--- src/rtl/dbi_tx_arb_if.sv ---
// dbi_tx_arb_if -- requester and PHY handshake bundle for dbi_tx_arb.
//   r0_* / r1_*   : requester beats (hrst, cmd_typ, cmd_dat, last, no_dat, vld)
//                   and their rdy_o acceptance
//   dtp_tx_rdy_i  : PHY ready
//   dtp_*_o       : beat forwarded to the DBI TX PHY
// Modports: slave = arbiter view, master = requester/PHY (environment) view.
interface dbi_tx_arb_if #(
  parameter int unsigned DBI_IF_D_W = 8
);
  logic                  r0_hrst_i;
  logic [DBI_IF_D_W-1:0] r0_cmd_typ_i;
  logic [DBI_IF_D_W-1:0] r0_cmd_dat_i;
  logic                  r0_last_i;
  logic                  r0_no_dat_i;
  logic                  r0_vld_i;
  logic                  r0_rdy_o;

  logic                  r1_hrst_i;
  logic [DBI_IF_D_W-1:0] r1_cmd_typ_i;
  logic [DBI_IF_D_W-1:0] r1_cmd_dat_i;
  logic                  r1_last_i;
  logic                  r1_no_dat_i;
  logic                  r1_vld_i;
  logic                  r1_rdy_o;

  logic                  dtp_tx_rdy_i;
  logic                  dtp_dbi_hrst_o;
  logic [DBI_IF_D_W-1:0] dtp_tx_cmd_typ_o;
  logic [DBI_IF_D_W-1:0] dtp_tx_cmd_dat_o;
  logic                  dtp_tx_last_o;
  logic                  dtp_tx_no_dat_o;
  logic                  dtp_tx_vld_o;

  modport slave (
    input  r0_hrst_i, r0_cmd_typ_i, r0_cmd_dat_i, r0_last_i, r0_no_dat_i, r0_vld_i,
    output r0_rdy_o,
    input  r1_hrst_i, r1_cmd_typ_i, r1_cmd_dat_i, r1_last_i, r1_no_dat_i, r1_vld_i,
    output r1_rdy_o,
    input  dtp_tx_rdy_i,
    output dtp_dbi_hrst_o, dtp_tx_cmd_typ_o, dtp_tx_cmd_dat_o, dtp_tx_last_o,
           dtp_tx_no_dat_o, dtp_tx_vld_o
  );

  modport master (
    output r0_hrst_i, r0_cmd_typ_i, r0_cmd_dat_i, r0_last_i, r0_no_dat_i, r0_vld_i,
    input  r0_rdy_o,
    output r1_hrst_i, r1_cmd_typ_i, r1_cmd_dat_i, r1_last_i, r1_no_dat_i, r1_vld_i,
    input  r1_rdy_o,
    output dtp_tx_rdy_i,
    input  dtp_dbi_hrst_o, dtp_tx_cmd_typ_o, dtp_tx_cmd_dat_o, dtp_tx_last_o,
           dtp_tx_no_dat_o, dtp_tx_vld_o
  );
endinterface

--- src/rtl/dbi_tx_arb.sv ---
// dbi_tx_arb -- packet-atomic two-requester arbiter for the DBI TX PHY port.
//   r0 = frame-streaming FSM, r1 = software command path.
// Ports:
//   clk, rst_n : clock, asynchronous active-low reset
//   bus        : dbi_tx_arb_if.slave (requester beats in, PHY beat out)
//   gnt_o      : one-hot current lock {r1,r0}, 2'b00 when idle
//   tmo_o      : one-cycle pulse when a stalled lock is forcibly released
// Build option: define DBI_TX_ARB_RR_EN for round-robin tie-breaking;
// otherwise r1 always wins a tie (fixed priority, no pointer register).
module dbi_tx_arb #(
  parameter int unsigned DBI_IF_D_W   = 8,
  parameter int unsigned LOCK_TMO_CYC = 1024
) (
  input  logic               clk,
  input  logic               rst_n,
  dbi_tx_arb_if.slave        bus,
  output logic [1:0]         gnt_o,
  output logic               tmo_o
);

  localparam int unsigned CNT_W    = $clog2(LOCK_TMO_CYC);
  localparam logic [CNT_W-1:0] TMO_LAST = CNT_W'(LOCK_TMO_CYC - 1);

  typedef enum logic [1:0] {IDLE, LOCK0, LOCK1} state_t;

  state_t                state, state_nxt;
  logic [CNT_W-1:0]      tmo_cnt;
  logic                  tmo_hit;
  logic                  tie_r1;

  // Beat of the currently locked requester (all zero when idle).
  logic                  g_hrst, g_last, g_no_dat, g_vld;
  logic [DBI_IF_D_W-1:0] g_typ, g_dat;

`ifdef DBI_TX_ARB_RR_EN
  logic last_r1;  // 1: most recent grant went to r1

  always_ff @(posedge clk or negedge rst_n) begin
    if (!rst_n) begin
      last_r1 <= 1'b1;
    end else if (state == IDLE && state_nxt == LOCK0) begin
      last_r1 <= 1'b0;
    end else if (state == IDLE && state_nxt == LOCK1) begin
      last_r1 <= 1'b1;
    end
  end

  assign tie_r1 = ~last_r1;
`else
  assign tie_r1 = 1'b1;
`endif

  always_comb begin : grant_mux
    g_hrst   = 1'b0;
    g_last   = 1'b0;
    g_no_dat = 1'b0;
    g_vld    = 1'b0;
    g_typ    = '0;
    g_dat    = '0;
    case (state)
      LOCK0: begin
        g_hrst   = bus.r0_hrst_i;
        g_last   = bus.r0_last_i;
        g_no_dat = bus.r0_no_dat_i;
        g_vld    = bus.r0_vld_i;
        g_typ    = bus.r0_cmd_typ_i;
        g_dat    = bus.r0_cmd_dat_i;
      end
      LOCK1: begin
        g_hrst   = bus.r1_hrst_i;
        g_last   = bus.r1_last_i;
        g_no_dat = bus.r1_no_dat_i;
        g_vld    = bus.r1_vld_i;
        g_typ    = bus.r1_cmd_typ_i;
        g_dat    = bus.r1_cmd_dat_i;
      end
      default: ;
    endcase
  end

  // State register; the stall counter runs only while locked with vld low
  // and is zeroed whenever the lock is absent or about to be dropped.
  always_ff @(posedge clk or negedge rst_n) begin
    if (!rst_n) begin
      state   <= IDLE;
      tmo_cnt <= '0;
    end else begin
      state <= state_nxt;
      if (state == IDLE || state_nxt == IDLE || g_vld) begin
        tmo_cnt <= '0;
      end else begin
        tmo_cnt <= tmo_cnt + CNT_W'(1);
      end
    end
  end

  always_comb begin : next_state
    state_nxt = state;
    tmo_hit   = 1'b0;
    case (state)
      IDLE: begin
        if (bus.r0_vld_i && bus.r1_vld_i) begin
          state_nxt = tie_r1 ? LOCK1 : LOCK0;
        end else if (bus.r0_vld_i) begin
          state_nxt = LOCK0;
        end else if (bus.r1_vld_i) begin
          state_nxt = LOCK1;
        end
      end
      LOCK0, LOCK1: begin
        if (g_vld && bus.dtp_tx_rdy_i && (g_last || g_hrst)) begin
          state_nxt = IDLE;
        end else if (!g_vld && tmo_cnt == TMO_LAST) begin
          state_nxt = IDLE;
          tmo_hit   = 1'b1;
        end
      end
      default: state_nxt = IDLE;
    endcase
  end

  always_comb begin : outputs
    bus.dtp_dbi_hrst_o   = g_hrst;
    bus.dtp_tx_cmd_typ_o = g_typ;
    bus.dtp_tx_cmd_dat_o = g_dat;
    bus.dtp_tx_last_o    = g_last;
    bus.dtp_tx_no_dat_o  = g_no_dat;
    bus.dtp_tx_vld_o     = g_vld;
    bus.r0_rdy_o         = (state == LOCK0) && bus.dtp_tx_rdy_i;
    bus.r1_rdy_o         = (state == LOCK1) && bus.dtp_tx_rdy_i;
    gnt_o                = {state == LOCK1, state == LOCK0};
    tmo_o                = tmo_hit;
  end

endmodule

--- src/flat_wrapper.sv ---
// flat-port wrapper written by rule: the top's interface ports become plain ports
module dbi_tx_arb_flat 
#(
  parameter int unsigned DBI_IF_D_W   = 8,
  parameter int unsigned LOCK_TMO_CYC = 1024
)
  (clk, rst_n, gnt_o, tmo_o, bus_r0_hrst_i, bus_r0_cmd_typ_i, bus_r0_cmd_dat_i, bus_r0_last_i, bus_r0_no_dat_i, bus_r0_vld_i, bus_r0_rdy_o, bus_r1_hrst_i, bus_r1_cmd_typ_i, bus_r1_cmd_dat_i, bus_r1_last_i, bus_r1_no_dat_i, bus_r1_vld_i, bus_r1_rdy_o, bus_dtp_tx_rdy_i, bus_dtp_dbi_hrst_o, bus_dtp_tx_cmd_typ_o, bus_dtp_tx_cmd_dat_o, bus_dtp_tx_last_o, bus_dtp_tx_no_dat_o, bus_dtp_tx_vld_o);
  dbi_tx_arb_if #(.DBI_IF_D_W(DBI_IF_D_W)) bus_i ();
  input  logic clk;
  input  logic rst_n;
  output logic [1:0] gnt_o;
  output logic tmo_o;
  input wire logic [$bits(bus_i.r0_hrst_i)-1:0] bus_r0_hrst_i;
  input wire logic [$bits(bus_i.r0_cmd_typ_i)-1:0] bus_r0_cmd_typ_i;
  input wire logic [$bits(bus_i.r0_cmd_dat_i)-1:0] bus_r0_cmd_dat_i;
  input wire logic [$bits(bus_i.r0_last_i)-1:0] bus_r0_last_i;
  input wire logic [$bits(bus_i.r0_no_dat_i)-1:0] bus_r0_no_dat_i;
  input wire logic [$bits(bus_i.r0_vld_i)-1:0] bus_r0_vld_i;
  output wire logic [$bits(bus_i.r0_rdy_o)-1:0] bus_r0_rdy_o;
  input wire logic [$bits(bus_i.r1_hrst_i)-1:0] bus_r1_hrst_i;
  input wire logic [$bits(bus_i.r1_cmd_typ_i)-1:0] bus_r1_cmd_typ_i;
  input wire logic [$bits(bus_i.r1_cmd_dat_i)-1:0] bus_r1_cmd_dat_i;
  input wire logic [$bits(bus_i.r1_last_i)-1:0] bus_r1_last_i;
  input wire logic [$bits(bus_i.r1_no_dat_i)-1:0] bus_r1_no_dat_i;
  input wire logic [$bits(bus_i.r1_vld_i)-1:0] bus_r1_vld_i;
  output wire logic [$bits(bus_i.r1_rdy_o)-1:0] bus_r1_rdy_o;
  input wire logic [$bits(bus_i.dtp_tx_rdy_i)-1:0] bus_dtp_tx_rdy_i;
  output wire logic [$bits(bus_i.dtp_dbi_hrst_o)-1:0] bus_dtp_dbi_hrst_o;
  output wire logic [$bits(bus_i.dtp_tx_cmd_typ_o)-1:0] bus_dtp_tx_cmd_typ_o;
  output wire logic [$bits(bus_i.dtp_tx_cmd_dat_o)-1:0] bus_dtp_tx_cmd_dat_o;
  output wire logic [$bits(bus_i.dtp_tx_last_o)-1:0] bus_dtp_tx_last_o;
  output wire logic [$bits(bus_i.dtp_tx_no_dat_o)-1:0] bus_dtp_tx_no_dat_o;
  output wire logic [$bits(bus_i.dtp_tx_vld_o)-1:0] bus_dtp_tx_vld_o;
  assign bus_i.r0_hrst_i = bus_r0_hrst_i;
  assign bus_i.r0_cmd_typ_i = bus_r0_cmd_typ_i;
  assign bus_i.r0_cmd_dat_i = bus_r0_cmd_dat_i;
  assign bus_i.r0_last_i = bus_r0_last_i;
  assign bus_i.r0_no_dat_i = bus_r0_no_dat_i;
  assign bus_i.r0_vld_i = bus_r0_vld_i;
  assign bus_r0_rdy_o = bus_i.r0_rdy_o;
  assign bus_i.r1_hrst_i = bus_r1_hrst_i;
  assign bus_i.r1_cmd_typ_i = bus_r1_cmd_typ_i;
  assign bus_i.r1_cmd_dat_i = bus_r1_cmd_dat_i;
  assign bus_i.r1_last_i = bus_r1_last_i;
  assign bus_i.r1_no_dat_i = bus_r1_no_dat_i;
  assign bus_i.r1_vld_i = bus_r1_vld_i;
  assign bus_r1_rdy_o = bus_i.r1_rdy_o;
  assign bus_i.dtp_tx_rdy_i = bus_dtp_tx_rdy_i;
  assign bus_dtp_dbi_hrst_o = bus_i.dtp_dbi_hrst_o;
  assign bus_dtp_tx_cmd_typ_o = bus_i.dtp_tx_cmd_typ_o;
  assign bus_dtp_tx_cmd_dat_o = bus_i.dtp_tx_cmd_dat_o;
  assign bus_dtp_tx_last_o = bus_i.dtp_tx_last_o;
  assign bus_dtp_tx_no_dat_o = bus_i.dtp_tx_no_dat_o;
  assign bus_dtp_tx_vld_o = bus_i.dtp_tx_vld_o;
  dbi_tx_arb #(.DBI_IF_D_W(DBI_IF_D_W), .LOCK_TMO_CYC(LOCK_TMO_CYC)) u_core (.clk(clk), .rst_n(rst_n), .bus(bus_i), .gnt_o(gnt_o), .tmo_o(tmo_o));
endmodule
--- config.mk ---
export PLATFORM = sky130hd
export DESIGN_NAME = dbi_tx_arb_flat
export DESIGN_NICKNAME = d
export VERILOG_FILES = /design/src/rtl/dbi_tx_arb_if.sv /design/src/rtl/dbi_tx_arb.sv /design/src/flat_wrapper.sv
export SDC_FILE = /design/constraint.sdc
export NUM_CORES = 1
export LEC_CHECK = 0
export CAP_MARGIN = 25
export CORE_UTILIZATION = 37
export CTS_CLUSTER_DIAMETER = 30
export CTS_CLUSTER_SIZE = 20
export DETAILED_ROUTE_END_ITERATION = 8
export PLACE_DENSITY_LB_ADDON = 0.15
export SYNTH_ARGS = -nofsm -noshare
export SYNTH_HDL_FRONTEND = slang
export SYNTH_SLANG_ARGS = --single-unit
--- constraint.sdc ---
create_clock -name clk -period 4.85 [get_ports clk]
set_clock_uncertainty 0.05 [all_clocks]
set_input_delay 1.2125 -clock clk [delete_from_list [all_inputs] [get_ports clk]]
set_output_delay 1.2125 -clock clk [all_outputs]
set_load 0.005 [all_outputs]
==> metrics, run 1 <==
crit path cell chain=clkdlybuf4s50_1 > a22oi_1 > nand2b_1 > and3_2 > clkdlybuf4s50_1; crit path capture type=output pin; area of the core=0.00230 mm2; ANT nets after route=0; residual DRC count=0; most used cell, CP=clkdlybuf4s50_1; # diodes=0; num ports=68; most frequent cells in the layout=clkdlybuf4s50_1 (67), nor2_1 (30), a22oi_1 (20); largest net degree at the start of global routing=24; CP bufs+invs=2; Num CTS Buffers=3; Starting DRT DRC Count=18; postcts setup bufs=0; initial antenna violation count=0; CP top delay family=buffers and inverters; critical path data required time=3.59 ns; Root Buffer=clkbuf_4; area post-placement=0.00162 mm2; final design utilization=0.723; die area=0.00274 mm2; unique cell type count in the Yosys netlist=27; first-pass GRT wire length=4550 um; router iterations before antenna repair=4; final wirelength=2920 um; Mean Syn Cell Area=8.15 um2; worst setup path endpoint=tmo_o; CP max stage cell=clkdlybuf4s50_1; Die Wd=52.3 um; Critical Path Max Stage Delay=0.51 ns; leakage power=0.665 nW; worst skew pair latency=0.27 ns; row count=17; RSZ-0062 raised after global routing=no; layout overhead on the synthesized area=77.2%; Startpoint Class=input port; outcome=completed; Synth Warn #=0; Final Wtd Congestion=0.647; hold_buf cts=0; Max FO, Critical Path=4; mapped cell area=937 um2; internal power of the cells=0.000378 W; clock-pin slew on the worst setup and hold paths=0.07 ns; crit path time final=4.04 ns; reg2reg end=u_core.state[0]; Hold WC Path Type=reg2reg; clk sinks=12; routed vias/inst=5.21; Switching Share=0.397; Arr. time, crit path=2.78 ns; CP Class=in2out; initial core utilization=0.408; max-slew violation count=0; Comb power frac=0.689; Levels on crit path=5; fin area=0.00166 mm2; register bit total from synthesis=12; Fin Setup TNS=0 ns; Post-CTS Resized=0; PortBufs=67; Remaining Overflow, GRT=0; Slew headroom=0.593; Final Hold Vio Count=0; Die Ht=52.3 um; Mapped Nets=163; HPWL after DPL=2280 um; all-layer global routing usage=0.217; Slew @ Worst Pin=0.609 ns; # nets final=230; Worst R2R Setup Slack=2.76 ns; f_max=247 MHz; Power Dens Cells=377 mW/mm2; commonest non-fill, non-tap cell in the layout=clkdlybuf4s50_1; Seq pwr share=0.189; reg2reg path depth=6; sequential share of the synthesized area=0.320; H-tree Lvls=1; share of layout cells above drive strength 1=0.0552; worst vdd ir=0.000354 V; routed via count=1089; vias in the first global route=1048; Psw=0.000249 W; WL/cell=14.0 um; final worst path period share=0.834; final hold slack=0.441 ns; Critical path origin=bus_r1_vld_i; Crit Reg-Reg Startpoint=u_core.state[0]; FILL cells=190; final setup fails=0; TritonCTS clock tree=yes; CTS Buffer Depth=2; MaxCap Viol Count=0; total power=0.000626 W; Cells after Synth=115; Clk pwr share=0.122
[stage by stage]
step,setup slack (ns),std cells
finish,0.806,209
global route,0.721,209
global placement,0.819,205
floorplan,1.84,115
detailed placement,0.801,205
CTS,0.787,209
[state kept, by name, indices dropped and copies added (netlist names)]
signal	flops
u_core.tmo_cnt	10
u_core.state	2
[per-layer routing]
| layer | track usage | vias to the layer above | part of all wire |
|---|---|---|---|
| met5 | 0 | - | 0 |
| met4 | 0.0614 | 0 | 0.0065 |
| met3 | 0.0377 | 3 | 0.095 |
| met2 | 0.388 | 49 | 0.46 |
| met1 | 0.263 | 497 | 0.44 |
| li1 | - | 540 | - |
[kinds of logic (layout without fill, tap and decap cells)]
group / count (synthesis) / after routing / share of synthesized area
AOI/OAI and AO/OA: 29 / 29 / 0.223
and+or+nand+nor: 48 / 48 / 0.255
adders and majority gates: 5 / 5 / 0.0668
xor gates and xnor gates: 8 / 8 / 0.0748
buffers and inverters: 13 / 79 / 0.0601
DFF: 12 / 12 / 0.320
[area by class of cell]
cell class,instances,area (um2),share of cell area
flip-flops and latches,12,300,0.181
repair buffers,69,686,0.413
multi-input cells,90,581,0.350
well taps,28,35.0,0.0211
clock buffers,4,36.3,0.0219
inverters,6,22.5,0.0136
[power by group through the flow]
| stage | registers, W | logic, W | clock network (W) |
|---|---|---|---|
| 3_3_place_gp | 0.000119 | 0.000423 | 0 |
| 2_1_floorplan | 0.000118 | 0.000230 | 0 |
| 5_1_grt | 0.000119 | 0.000473 | 0.0000825 |
| 3_5_place_dp | 0.000121 | 0.000434 | 0 |
| 6_report | 0.000119 | 0.000431 | 0.0000765 |
| 4_1_cts | 0.000119 | 0.000435 | 0.0000782 |
[worst reg2reg max path, cell delays in order (launching register included)]
cell and delay (ns):
dfrtp_1 0.40, inv_1 0.10, ha_1 0.35, inv_1 0.47, a211oi_1 0.13, a211o_1 0.32, o21ai_0 0.17
[cells in the mapped netlist]
library cell | number | area share
nand3_1 | 3 | 0.016
nand4bb_1 | 1 | 0.012
clkbuf_1 | 3 | 0.012
xor2_1 | 7 | 0.065
inv_1 | 6 | 0.024
a21oi_1 | 1 | 0.0053
o21ai_0 | 3 | 0.016
nand4_1 | 2 | 0.013
and4_1 | 1 | 0.0093
and4_2 | 1 | 0.011
a211oi_1 | 1 | 0.0080
and4_4 | 1 | 0.012
buf_6 | 1 | 0.012
and3_4 | 1 | 0.012
o211ai_1 | 3 | 0.024
and3_2 | 1 | 0.0080
dfrtp_1 | 12 | 0.32
nand2_1 | 2 | 0.0080
a22oi_1 | 20 | 0.16
ha_1 | 5 | 0.067
buf_1 | 3 | 0.012
xnor2_1 | 1 | 0.0093
nor2_1 | 30 | 0.12
and2_1 | 2 | 0.013
nand2b_1 | 2 | 0.013
a211o_1 | 1 | 0.0093
nor2b_1 | 1 | 0.0067
[how the worst min path moves through the flow]
stage | startpoint | end | slack (ns) | depth (start not counted)
CTS | u_core.tmo_cnt[0] | u_core.tmo_cnt[0] | 0.44 | 1
global placement | u_core.tmo_cnt[0] | u_core.tmo_cnt[0] | 0.43 | 1
finish | u_core.tmo_cnt[0] | u_core.tmo_cnt[0] | 0.44 | 1
global route | u_core.tmo_cnt[0] | u_core.tmo_cnt[0] | 0.46 | 1
floorplan | u_core.tmo_cnt[0] | u_core.tmo_cnt[0] | 0.39 | 1
detailed placement | u_core.tmo_cnt[0] | u_core.tmo_cnt[0] | 0.43 | 1
(Power assumes the default switching activity.)
==> run 2, diff against run 1 <==
CORE_UTILIZATION = 31   (was 37)
clock period = 3.49 ns   (was 4.85 ns; I/O delays follow)
==> run 2 against run 1 <==
  * The run now ends with design-rule violations left
  * Via count decreased by 0.73%
  * Critical path depth unchanged
  * Global-route usage decreased by 3.5 points
  * Utilization decreased by 13 points
  * Wire length increased by 1.9%
  * Power increased by 35%
  * Sequential power increased by 39%
  * Die area increased by 19%
  * Critical path type unchanged
  * Register-to-register slack got worse by 1.3 ns
==> metrics, run 2 (synthesized netlist as in run 1, its figures left out) <==
final worst path period share=0.966; Remaining Overflow, GRT=0; Hold EP=u_core.tmo_cnt[0]; vias in the first global route=1017; RSZ-0062 raised after global routing=no; clock-pin slew on the worst setup and hold paths=0.06 ns; TritonCTS clock tree=yes; crit path cell chain=clkdlybuf4s50_1 > a22oi_1 > nand2b_1 > and3_2 > clkdlybuf4s50_1; worst skew pair latency=0.26 ns; share of layout cells above drive strength 1=0.0500; Crit Reg-Reg Startpoint=u_core.state[0]; Hold WC Path Type=reg2reg; reg2reg end=u_core.state[0]; Max FO, Critical Path=4; CTS Buffer Depth=2; area of the core=0.00281 mm2; max-slew violation count=0; max reg flops=10; all-layer global routing usage=0.182; router iterations before antenna repair=6; final setup fails=0; # nets final=230; clk sinks=12; layout overhead on the synthesized area=76.1%; Final Wtd Congestion=0.760; largest net degree at the start of global routing=23; leakage power=0.658 nW; Slew @ Worst Pin=0.589 ns; Largest Register=u_core.tmo_cnt; routed vias/inst=5.12; PortBufs=67; final hold slack=0.436 ns; WL/cell=14.1 um; residual DRC count=18; HPWL after DPL=2350 um; commonest non-fill, non-tap cell in the layout=clkdlybuf4s50_1; Die Wd=57.0 um; Slew headroom=0.607; CP Class=in2out; first-pass GRT wire length=4680 um; crit path capture type=output pin; initial antenna violation count=0; initial core utilization=0.334; failing checks=design-rule violations; Starting DRT DRC Count=61; MaxCap Viol Count=0; Critical Path Max Stage Delay=0.49 ns; Worst R2R Setup Slack=1.47 ns; Top Registers=u_core.tmo_cnt: 10 flops, u_core.state: 2 flops; ANT nets after route=0; Power Dens Cells=512 mW/mm2; final worst slack=0.119 ns; crit path time final=3.37 ns; die area=0.00325 mm2; CP top delay family=buffers and inverters; Num CTS Buffers=3; hold path depth=1; postcts setup bufs=0; area post-placement=0.00163 mm2; reg2reg path depth=6; routed via count=1081; Startpoint Class=input port; worst vdd ir=0.000331 V; Arr. time, crit path=2.45 ns; final design utilization=0.588; critical path data required time=2.57 ns; H-tree Lvls=1; Final Hold Vio Count=0; Post-CTS Resized=0; post-place setup slack=0.135 ns; num ports=68; most frequent cells in the layout=clkdlybuf4s50_1 (67), nor2_1 (30), a22oi_1 (20); row count=19; outcome=finished, violations left; CP max stage cell=clkdlybuf4s50_1; Die Ht=57.0 um; CP bufs+invs=2; f_max=297 MHz; most used cell, CP=clkdlybuf4s50_1; Fin Setup TNS=0 ns; min-delay src=u_core.tmo_cnt[0]; # diodes=0; fin area=0.00165 mm2; Root Buffer=clkbuf_4; final wirelength=2980 um; hold_buf cts=0
-- run 2: cell count changes in the layout (fill, tap and decap cells not counted), sizes merged --
cell and delta:
clkbuf -1
-- run 2: final cells by class --
| cell class | instances | area, um2 |
|---|---|---|
| Tap cell | 31 | 38.8 |
| Timing Repair Buffer | 69 | 686 |
| Fill cell | 274 | 1150 |
| Multi-Input combinational cell | 90 | 581 |
| Inverter | 6 | 22.5 |
| Clock buffer | 3 | 22.5 |
| Sequential cell | 12 | 300 |
-- run 2: how the worst max path moves through the flow --
stage	start	end	slack (ns)	depth (start not counted)
2_1_floorplan	u_core.state[0]	bus_dtp_dbi_hrst_o	1.07	6
3_3_place_gp	bus_r1_vld_i	tmo_o	0.18	5
3_5_place_dp	bus_r1_vld_i	tmo_o	0.13	5
4_1_cts	bus_r1_vld_i	tmo_o	0.12	5
5_1_grt	bus_r1_vld_i	tmo_o	0.07	5
6_report	bus_r1_vld_i	tmo_o	0.12	5
-- run 2: stage by stage --
step	power, W	std cells
2_1_floorplan	0.000484	115
3_3_place_gp	0.000761	208
3_5_place_dp	0.000770	208
4_1_cts	0.000852	211
5_1_grt	0.000914	211
6_report	0.000844	211
-- run 2: routing by layer --
layer | up-vias | GRT usage | part of all wire
li1 | 536 | - | -
met1 | 498 | 0.217 | 0.42
met2 | 45 | 0.331 | 0.48
met3 | 2 | 0.0454 | 0.092
met4 | 0 | 0.0418 | 0.0020
met5 | - | 0 | 0
-- run 2: power breakdown --
part	switching, W	internal (W)	total [W]
sequential	0.0000122	0.000153	0.000165
combinational	0.000290	0.000312	0.000602
clock	0.0000376	0.0000398	0.0000774
